`src/rtl/ps2_pkg.sv`:
```
// rtl/ps2_pkg.sv - shared PS/2 receiver types, frame constants and defaults
package ps2_pkg;

  typedef enum logic [1:0] {IDLE, DATA, PARITY, STOP} state_t;

  localparam logic START_BIT          = 1'b0;
  localparam logic STOP_BIT           = 1'b1;
  localparam int   DATA_BITS          = 8;
  localparam int   DEFAULT_FILTER_LEN = 8;
  localparam int   DEFAULT_TIMEOUT    = 100000;

  // Odd parity holds when data bits plus parity bit contain an odd number of ones.
  function automatic logic odd_parity_ok(input logic [7:0] bits, input logic par);
    return ^{bits, par};
  endfunction

endpackage

```
`src/rtl/ps2_filter.sv`:
```
// rtl/ps2_filter.sv - 2-FF synchroniser plus consecutive-sample glitch filter
module ps2_filter
  import ps2_pkg::*;
#(
  parameter int FILTER_LEN = DEFAULT_FILTER_LEN
) (
  input  logic clk,
  input  logic rst_n,
  input  logic raw,
  output logic level,
  output logic fall
);

  localparam int CW = (FILTER_LEN > 1) ? $clog2(FILTER_LEN) : 1;

  logic          sync1;
  logic          sync2;
  logic [CW-1:0] cnt;
  logic          at_limit;

  assign at_limit = (cnt == CW'(FILTER_LEN - 1));

  // Level flips on the FILTER_LEN-th consecutive differing sample; FILTER_LEN=1 is a plain resync.
  always_ff @(posedge clk or negedge rst_n) begin
    if (!rst_n) begin
      sync1 <= 1'b1;
      sync2 <= 1'b1;
      level <= 1'b1;
      cnt   <= '0;
      fall  <= 1'b0;
    end else begin
      sync1 <= raw;
      sync2 <= sync1;
      fall  <= 1'b0;
      if (sync2 == level) begin
        cnt <= '0;
      end else if (at_limit) begin
        level <= sync2;
        cnt   <= '0;
        fall  <= level;
      end else begin
        cnt <= cnt + 1'b1;
      end
    end
  end

endmodule

```
`src/rtl/ps2_receiver.sv`:
```
// rtl/ps2_receiver.sv - PS/2 device-to-host frame receiver with hit/error strobes
module ps2_receiver
  import ps2_pkg::*;
#(
  parameter int FILTER_LEN = DEFAULT_FILTER_LEN,
  parameter int TIMEOUT    = DEFAULT_TIMEOUT
) (
  input  logic       clock50,
  input  logic       reset_n,
  input  logic       ps2_clk,
  input  logic       ps2_dat,
  output logic [7:0] data,
  output logic       hit,
  output logic       error,
  output logic       busy
);

  localparam int TW = $clog2(TIMEOUT);

  logic          clk_level_unused;
  logic          fe;
  logic          dat;
  logic          dat_fall_unused;

  state_t        state, state_n;
  logic [2:0]    bit_cnt, bit_cnt_n;
  logic [7:0]    shift, shift_n;
  logic          par, par_n;
  logic [TW-1:0] tcnt, tcnt_n;
  logic [7:0]    data_n;
  logic          hit_n, error_n;

  ps2_filter #(.FILTER_LEN(FILTER_LEN)) u_clk_filter (
    .clk   (clock50),
    .rst_n (reset_n),
    .raw   (ps2_clk),
    .level (clk_level_unused),
    .fall  (fe)
  );

  ps2_filter #(.FILTER_LEN(1)) u_dat_sync (
    .clk   (clock50),
    .rst_n (reset_n),
    .raw   (ps2_dat),
    .level (dat),
    .fall  (dat_fall_unused)
  );

  always_ff @(posedge clock50 or negedge reset_n) begin
    if (!reset_n) begin
      state   <= IDLE;
      bit_cnt <= '0;
      shift   <= '0;
      par     <= 1'b0;
      tcnt    <= '0;
      data    <= 8'h00;
      hit     <= 1'b0;
      error   <= 1'b0;
      busy    <= 1'b0;
    end else begin
      state   <= state_n;
      bit_cnt <= bit_cnt_n;
      shift   <= shift_n;
      par     <= par_n;
      tcnt    <= tcnt_n;
      data    <= data_n;
      hit     <= hit_n;
      error   <= error_n;
      busy    <= (state_n != IDLE);
    end
  end

  always_comb begin
    state_n   = state;
    bit_cnt_n = bit_cnt;
    shift_n   = shift;
    par_n     = par;
    tcnt_n    = tcnt;
    data_n    = data;
    hit_n     = 1'b0;
    error_n   = 1'b0;
    if (fe) begin
      tcnt_n = '0;
      unique case (state)
        IDLE: begin
          if (dat == START_BIT) begin
            state_n   = DATA;
            bit_cnt_n = '0;
          end
        end
        DATA: begin
          shift_n = {dat, shift[7:1]};
          if (bit_cnt == 3'(DATA_BITS - 1)) state_n = PARITY;
          else bit_cnt_n = bit_cnt + 3'd1;
        end
        PARITY: begin
          par_n   = dat;
          state_n = STOP;
        end
        STOP: begin
          state_n = IDLE;
          if (dat == STOP_BIT && odd_parity_ok(shift, par)) begin
            data_n = shift;
            hit_n  = 1'b1;
          end else begin
            error_n = 1'b1;
          end
        end
        default: state_n = IDLE;
      endcase
    end else if (state != IDLE) begin
      // Abort on the increment that would reach TIMEOUT-1 so the registered error lands TIMEOUT cycles after the last fe.
      if (tcnt == TW'(TIMEOUT - 2)) begin
        state_n = IDLE;
        error_n = 1'b1;
        tcnt_n  = '0;
      end else begin
        tcnt_n = tcnt + 1'b1;
      end
    end else begin
      tcnt_n = '0;
    end
  end

endmodule

```
`config.mk`:
```
export PLATFORM = sky130hd
export DESIGN_NAME = ps2_receiver
export DESIGN_NICKNAME = d
export VERILOG_FILES = /design/src/rtl/ps2_pkg.sv /design/src/rtl/ps2_filter.sv /design/src/rtl/ps2_receiver.sv
export SDC_FILE = /design/constraint.sdc
export NUM_CORES = 1
export LEC_CHECK = 0
export ABC_CLOCK_PERIOD_IN_PS = 2250
export CORE_ASPECT_RATIO = 0.5
export CORE_UTILIZATION = 30
export DETAILED_ROUTE_END_ITERATION = 7
export HOLD_SLACK_MARGIN = 0.05
export SYNTH_ARGS = -nofsm -noshare
export SYNTH_HDL_FRONTEND = slang
export SYNTH_SLANG_ARGS = --single-unit
export TNS_END_PERCENT = 30
```
`constraint.sdc`:
```
create_clock -name clock50 -period 2.25 [get_ports clock50]
set_clock_uncertainty 0.1 [all_clocks]
set_input_delay 0.675 -clock clock50 [delete_from_list [all_inputs] [get_ports clock50]]
set_output_delay 0.675 -clock clock50 [all_outputs]
set_load 0.03 [all_outputs]
```
# [After elaboration in Yosys (flattened, before gate mapping)]
# Index checks and enable logic that the tools add are counted.
[classes] add_sub_neg=4 n_eq_ne=10 mux=26 bitwise_logic=3 n_reduce_logical=12
[ops] operator="17-bit two-way mux" count=3
[ops] operator="17-bit by 1-bit adder with 17-bit output, second input constant" count=1
[ops] operator="17-bit == test, second input constant" count=1
[ops] operator="1-bit two-way mux" count=12
[ops] operator="3-bit two-way mux" count=4
[ops] operator="2-bit two-way mux" count=5
[ops] operator="9-bit XOR reduction" count=1
[ops] operator="2-bit one-hot mux with 4 select lines" count=1
[ops] operator="2-bit AND reduction" count=4
[ops] operator="3-bit by 1-bit adder with 3-bit output, second input constant" count=2
[ops] operator="3-bit == test, second input constant" count=2
[ops] operator="3-bit one-hot mux with 2 select lines" count=1
[ops] operator="2-bit nonzero test" count=3
[ops] operator="2-bit == test, second input constant" count=2
[ops] operator="2-bit != test, second input constant" count=2
[ops] operator="4-bit AND reduction" count=1
[ops] operator="1-bit inverter" count=3
[ops] operator="3-bit AND reduction" count=1
[ops] operator="1-bit == test" count=2
[ops] operator="2-bit by 1-bit == test with 1-bit output, second input constant" count=1
[ops] operator="2-bit logical NOT" count=1
[ops] operator="1-bit adder, second input constant" count=1
[ops] operator="1-bit logical AND" count=1
[word_totals] ff_bits=53 in_bits=4 output_inout_bits=11 word_cells=73

# [Depth between registers and ports, before layout]
[depth] ltp_word=5 mapped_depth=8 ltp_nobuf=6

# [Cells and area by module]
# From an unflattened synthesis, not the netlist that was laid out.
[unflattened] cells_unflattened=200 area_unflattened_um2=2401.1
[by_module_without_submodules] module="ps2_receiver" instances=1 cells_each=178 area_each_um2=2006.9 seq_area_each_um2=1051.0
[by_module_without_submodules] module="ps2_filter at u_clk_filter" instances=1 cells_each=15 area_each_um2=259.0 seq_area_each_um2=178.9
[by_module_without_submodules] module="ps2_filter at u_dat_sync" instances=1 cells_each=7 area_each_um2=135.1 seq_area_each_um2=103.8

# [Worst setup path before layout]
# OpenSTA, ideal clock, no wires.
[synth_path] kind="reg-to-reg" from="register tcnt[11]" to="register tcnt[6]" setup_ns=0.119 arrival_ns=1.873 required_time_ns=2.031 path_slack_ns=0.158 path_stages_with_launch=7 synth_period_minus_slack_ns=2.092 cell_sequence="dfrtp_1 > or4_1 > or4_1 > buf_2 > o211ai_4 > buf_12 > nor2_2"
[synth_via] elab_chain_len=4
[synth_rtl] item="start: declaration" line_no="ps2_receiver.sv:29" text="logic [TW-1:0] tcnt, tcnt_n;"
[synth_rtl] item="start signal: assignment" line_no="ps2_receiver.sv:65" text="tcnt <= tcnt_n;"
[synth_rtl] item="17-bit == test" line_no="ps2_receiver.sv:113" text="if (tcnt == TW'(TIMEOUT - 2)) begin"
[synth_rtl] item="17-bit two-way mux" line_no="ps2_receiver.sv:113"
[synth_rtl] item="17-bit two-way mux" line_no="ps2_receiver.sv:111" text="end else if (state != IDLE) begin"
[synth_rtl] item="17-bit two-way mux" line_no="ps2_receiver.sv:82" text="if (fe) begin"
[synth_rtl] item="via tcnt_n[6]" line_no="ps2_receiver.sv:29"
# The timed path passes the listed nets, and every way through them passes these cells.
# A chain may end at the register's enable or synchronous reset.

# [Final worst setup path]
[layout_path] from="register tcnt[12]" to="register tcnt[16]"
[layout_via] elab_chain_len=4 elab_cells_between_ends=5
[layout_rtl] item="17-bit by 1-bit adder with 17-bit output / 17-bit == test (equally long branches)" line_no="ps2_receiver.sv:118, ps2_receiver.sv:113"
[layout_rtl] item="17-bit two-way mux (*)" line_no="ps2_receiver.sv:113"
[layout_rtl] item="17-bit two-way mux (*)" line_no="ps2_receiver.sv:111"
[layout_rtl] item="17-bit two-way mux (*)" line_no="ps2_receiver.sv:82"
[layout_rtl] item="via tcnt_n[16]" line_no="ps2_receiver.sv:29"
# The timed path passes the listed nets; every way through them passes the cells marked *.

==> impl_metrics.csv <==
group,metric,value,unit
clocking,clk_pin_slew,70,ps
worst_hold_path,hp-start,"u_dat_sync.sync1$_DFF_PN1_",
synth,ys_seq_area_frac,0.552,
global_routing,track_usage,0.111,
sta,finalSetupViolations,0,
power_and_ir_drop,pwr-share-clk,0.417,
sta,holdWs,249,ps
sta,tns,0,ps
floorplan,die_x,128,um
clocking,clkSinkCount,52,
final_layout,num_antenna_cells,0,
clocking,cts_tree,"yes",
worst_hold_path,hold_depth,0,
worst_setup_path,cp_max_fo,17,
clocking,cts_made_buffers,5,
place,io_buffer_count,14,
worst_setup_path,critPathCaptureType,"register",
power_and_ir_drop,switching_power,0.411,mW
floorplan,core_area,7490,sq um
worst_hold_path,hold_class,"reg2reg",
route,wl_per_cell,11.9,um
synth,ys_top_cells_by_area,"dfrtp_1 (49%), mux2_2 (8.1%), dfstp_2 (6.6%)",
floorplan,die_y,64.9,um
power_and_ir_drop,p_int,1.44,mW
floorplan,rows,22,
sta,hold_violations,0,
route,drc,0,
power_and_ir_drop,p_leak,1.23,nW
worst_setup_path,crit_chain,"or4_1 > or4_4 > o211ai_4 > buf_12 > a21oi_1",
worst_setup_path,cpPeakStageDelay,610,ps
final_layout,most-common-layout-cells,"dfrtp_1 (46), mux2_2 (17), nand2_1 (15)",
clocking,clockRootBuffer,"clkbuf_16",
route,drtAntennaViolNets,0,
worst_setup_path,worstRegToRegCells,5,
power_and_ir_drop,power.density,649,nW/um^2
worst_setup_path,slowest_stage,"or4_4",
synth,syn_inst,199,
place,post-dp-hpwl,2.70,mm
power_and_ir_drop,swShare,0.222,
synth,synth_warnings,0,
global_routing,grt_max_degree,53,
global_routing,overflow,0,
synth,synth_edf_count,0,
synth,synthArstFlopShare,1.00,
sta,clock.fmax,0.469,GHz
sta,setup_ws,116,ps
route,dr_total_vias,1487,
synth,synth.distinct_cells,40,
global_routing,antenna_found_initial,0,
final_layout,multi_input_area,992,sq um
final_layout,seqCellArea,1310,sq um
clocking,clock_latency,290,ps
route,via_per_inst,4.48,
route,routed_wl,3.97,mm
worst_setup_path,r2r_slack,120,ps
global_routing,grt_pass1_vias,1549,
place,post-place-ws,-19.0,ps
final_layout,fill_cells,736,
worst_hold_path,hold_end,"u_dat_sync.sync2$_DFF_PN1_",
synth,synth_nets,209,
global_routing,grt_first_pass_wirelength,7.13,mm
sta,fin_crit_sh,0.948,
sta,period_needed,2130,ps
outcome,run_status,"complete, no violations",
worst_setup_path,arrival,2200,ps
power_and_ir_drop,vdd_ir_drop_max,0.000250,V
power_and_ir_drop,power,1.85,mW
worst_setup_path,regToRegStartpoint,"tcnt[12]$_DFF_PN0_",
route,drt_pre_antenna_iters,4,
clocking,clk_path_buf_depth,2,
final_layout,final_area,2850,sq um
final_layout,drive_above_1_share,0.241,
synth,synth_area,2370,sq um
floorplan,initial_core_util,0.317,
synth,syn_avg_cell_area,11.9,sq um
synth,ys_seq_elements,52,
worst_setup_path,rr_endpoint,"tcnt[16]$_DFF_PN0_",
worst_setup_path,crit_type,"reg2reg",
power_and_ir_drop,p_seq_frac,0.538,
floorplan,num_io_pins,15,
synth,synth_flop_cell,"dfrtp_1",
final_layout,syn2layout_area_growth,20.2,%
synth,yosys.area.top_type,"dfrtp_1",
final_layout,mostFrequentLayoutCell,"dfrtp_1",
sta,rsz0062_at_grt,"no",
final_layout,nNetsFinal,233,
worst_setup_path,start_kind,"register",
job,cap_violations,0,
sta,slew_headroom,0.752,
place,place.gp.congestion,0.723,
sta,worst_pin_slew,369,ps
clocking,htree_levels,2,
route,drt_iter0_drc,94,
place,post_dp_cell_area,2670,sq um
power_and_ir_drop,p_comb_frac,0.044,
worst_setup_path,cp.required,2320,ps
synth,synth_top_area_frac,0.485,
sta,drv_slew,0,
floorplan,dieArea,8280,sq um
worst max path at each step:
| stage | from | to | slack (ps) | cells past startpoint |
|---|---|---|---|---|
| floorplan | tcnt[11]$_DFF_PN0_ | tcnt[6]$_DFF_PN0_ | 160 | 6 |
| global placement | tcnt[5]$_DFF_PN0_ | tcnt[4]$_DFF_PN0_ | 70 | 4 |
| detailed placement | tcnt[12]$_DFF_PN0_ | tcnt[3]$_DFF_PN0_ | -20 | 4 |
| CTS | tcnt[12]$_DFF_PN0_ | tcnt[14]$_DFF_PN0_ | 40 | 5 |
| global route | tcnt[12]$_DFF_PN0_ | tcnt[14]$_DFF_PN0_ | 50 | 5 |
| finish | tcnt[12]$_DFF_PN0_ | tcnt[16]$_DFF_PN0_ | 120 | 5 |
kinds of logic after synthesis:
logic type / Yosys count / share of synthesized area
buf+inv: 15 / 0.0311
simple gates: 70 / 0.161
flops: 52 / 0.552
xor+xnor: 18 / 0.0781
compound gates: 19 / 0.0554
fa+ha+maj: 6 / 0.0317
mux: 19 / 0.0908
state kept, by name (all words and copies together), names as in the netlist, 2 cells and up:
signal,flops
u_clk_filter.cnt,3
data,8
tcnt,17
shift,8
bit_cnt,3
state,2
through the flow:
stage	utilization	instances
5_1_grt	0.381	332
3_5_place_dp	0.357	323
6_report	0.381	332
2_1_floorplan	-	199
4_1_cts	0.380	332
3_3_place_gp	0.357	323
area by class of cell:
class                           instances  area share
Tap cell                              108      0.0474
Sequential cell                        52       0.459
Clock buffer                            5      0.0439
Multi-Input combinational cell        132       0.348
Inverter                                9      0.0119
Timing Repair Buffer                   23      0.0799
Clock inverter                          3     0.00922
critical path, delay by kind of cell (launching register included):
| kind | cells | cell delay (ps) |
|---|---|---|
| AOI/OAI and AO/OA | 2 | 170 |
| buffers and inverters | 1 | 190 |
| and+or+nand+nor | 2 | 1140 |
| DFF | 1 | 400 |
per-layer routing:
| layer | part of all wire | GRT usage | vias to the layer above |
|---|---|---|---|
| li1 | - | - | 744 |
| met1 | 0.48 | 0.134 | 719 |
| met2 | 0.46 | 0.186 | 17 |
| met3 | 0.039 | 0.0330 | 7 |
| met4 | 0.016 | 0.0441 | 0 |
| met5 | 0 | 0 | - |
synthesized netlist by cell type (2+ instances only):
library cell	n
or4_1	3
or3_1	4
nor3_1	5
nand4_1	3
dfstp_2	6
xor2_1	4
o211ai_1	2
dfrtp_1	46
and3_1	2
nor2_1	8
nor2_2	10
xnor2_1	12
clkbuf_1	4
mux2_2	17
nand2_1	15
and2_1	2
nor4_1	3
inv_1	9
o21ai_0	7
ha_1	6
nand3_1	7
nand2b_1	2
a21oi_1	4
xnor3_1	2
power groups by stage:
stage / combinational, mW / sequential [mW] / clock (mW)
after global placement: 0.0785 / 1.01 / 0
after floorplan: 0.0468 / 1.01 / 0
after detailed placement: 0.0830 / 1.01 / 0
after CTS: 0.0848 / 0.995 / 0.794
final: 0.0820 / 0.995 / 0.771
after global routing: 0.101 / 0.999 / 0.843
what timing repair did:
action | in CTS | in global routing
hold buffers | 0 | 0
resized for setup | 0 | 1
setup endpoints to repair | 7 | 13
pin swaps | 1 | 0
setup buffers | 1 | 0
(Power assumes the default switching activity.)
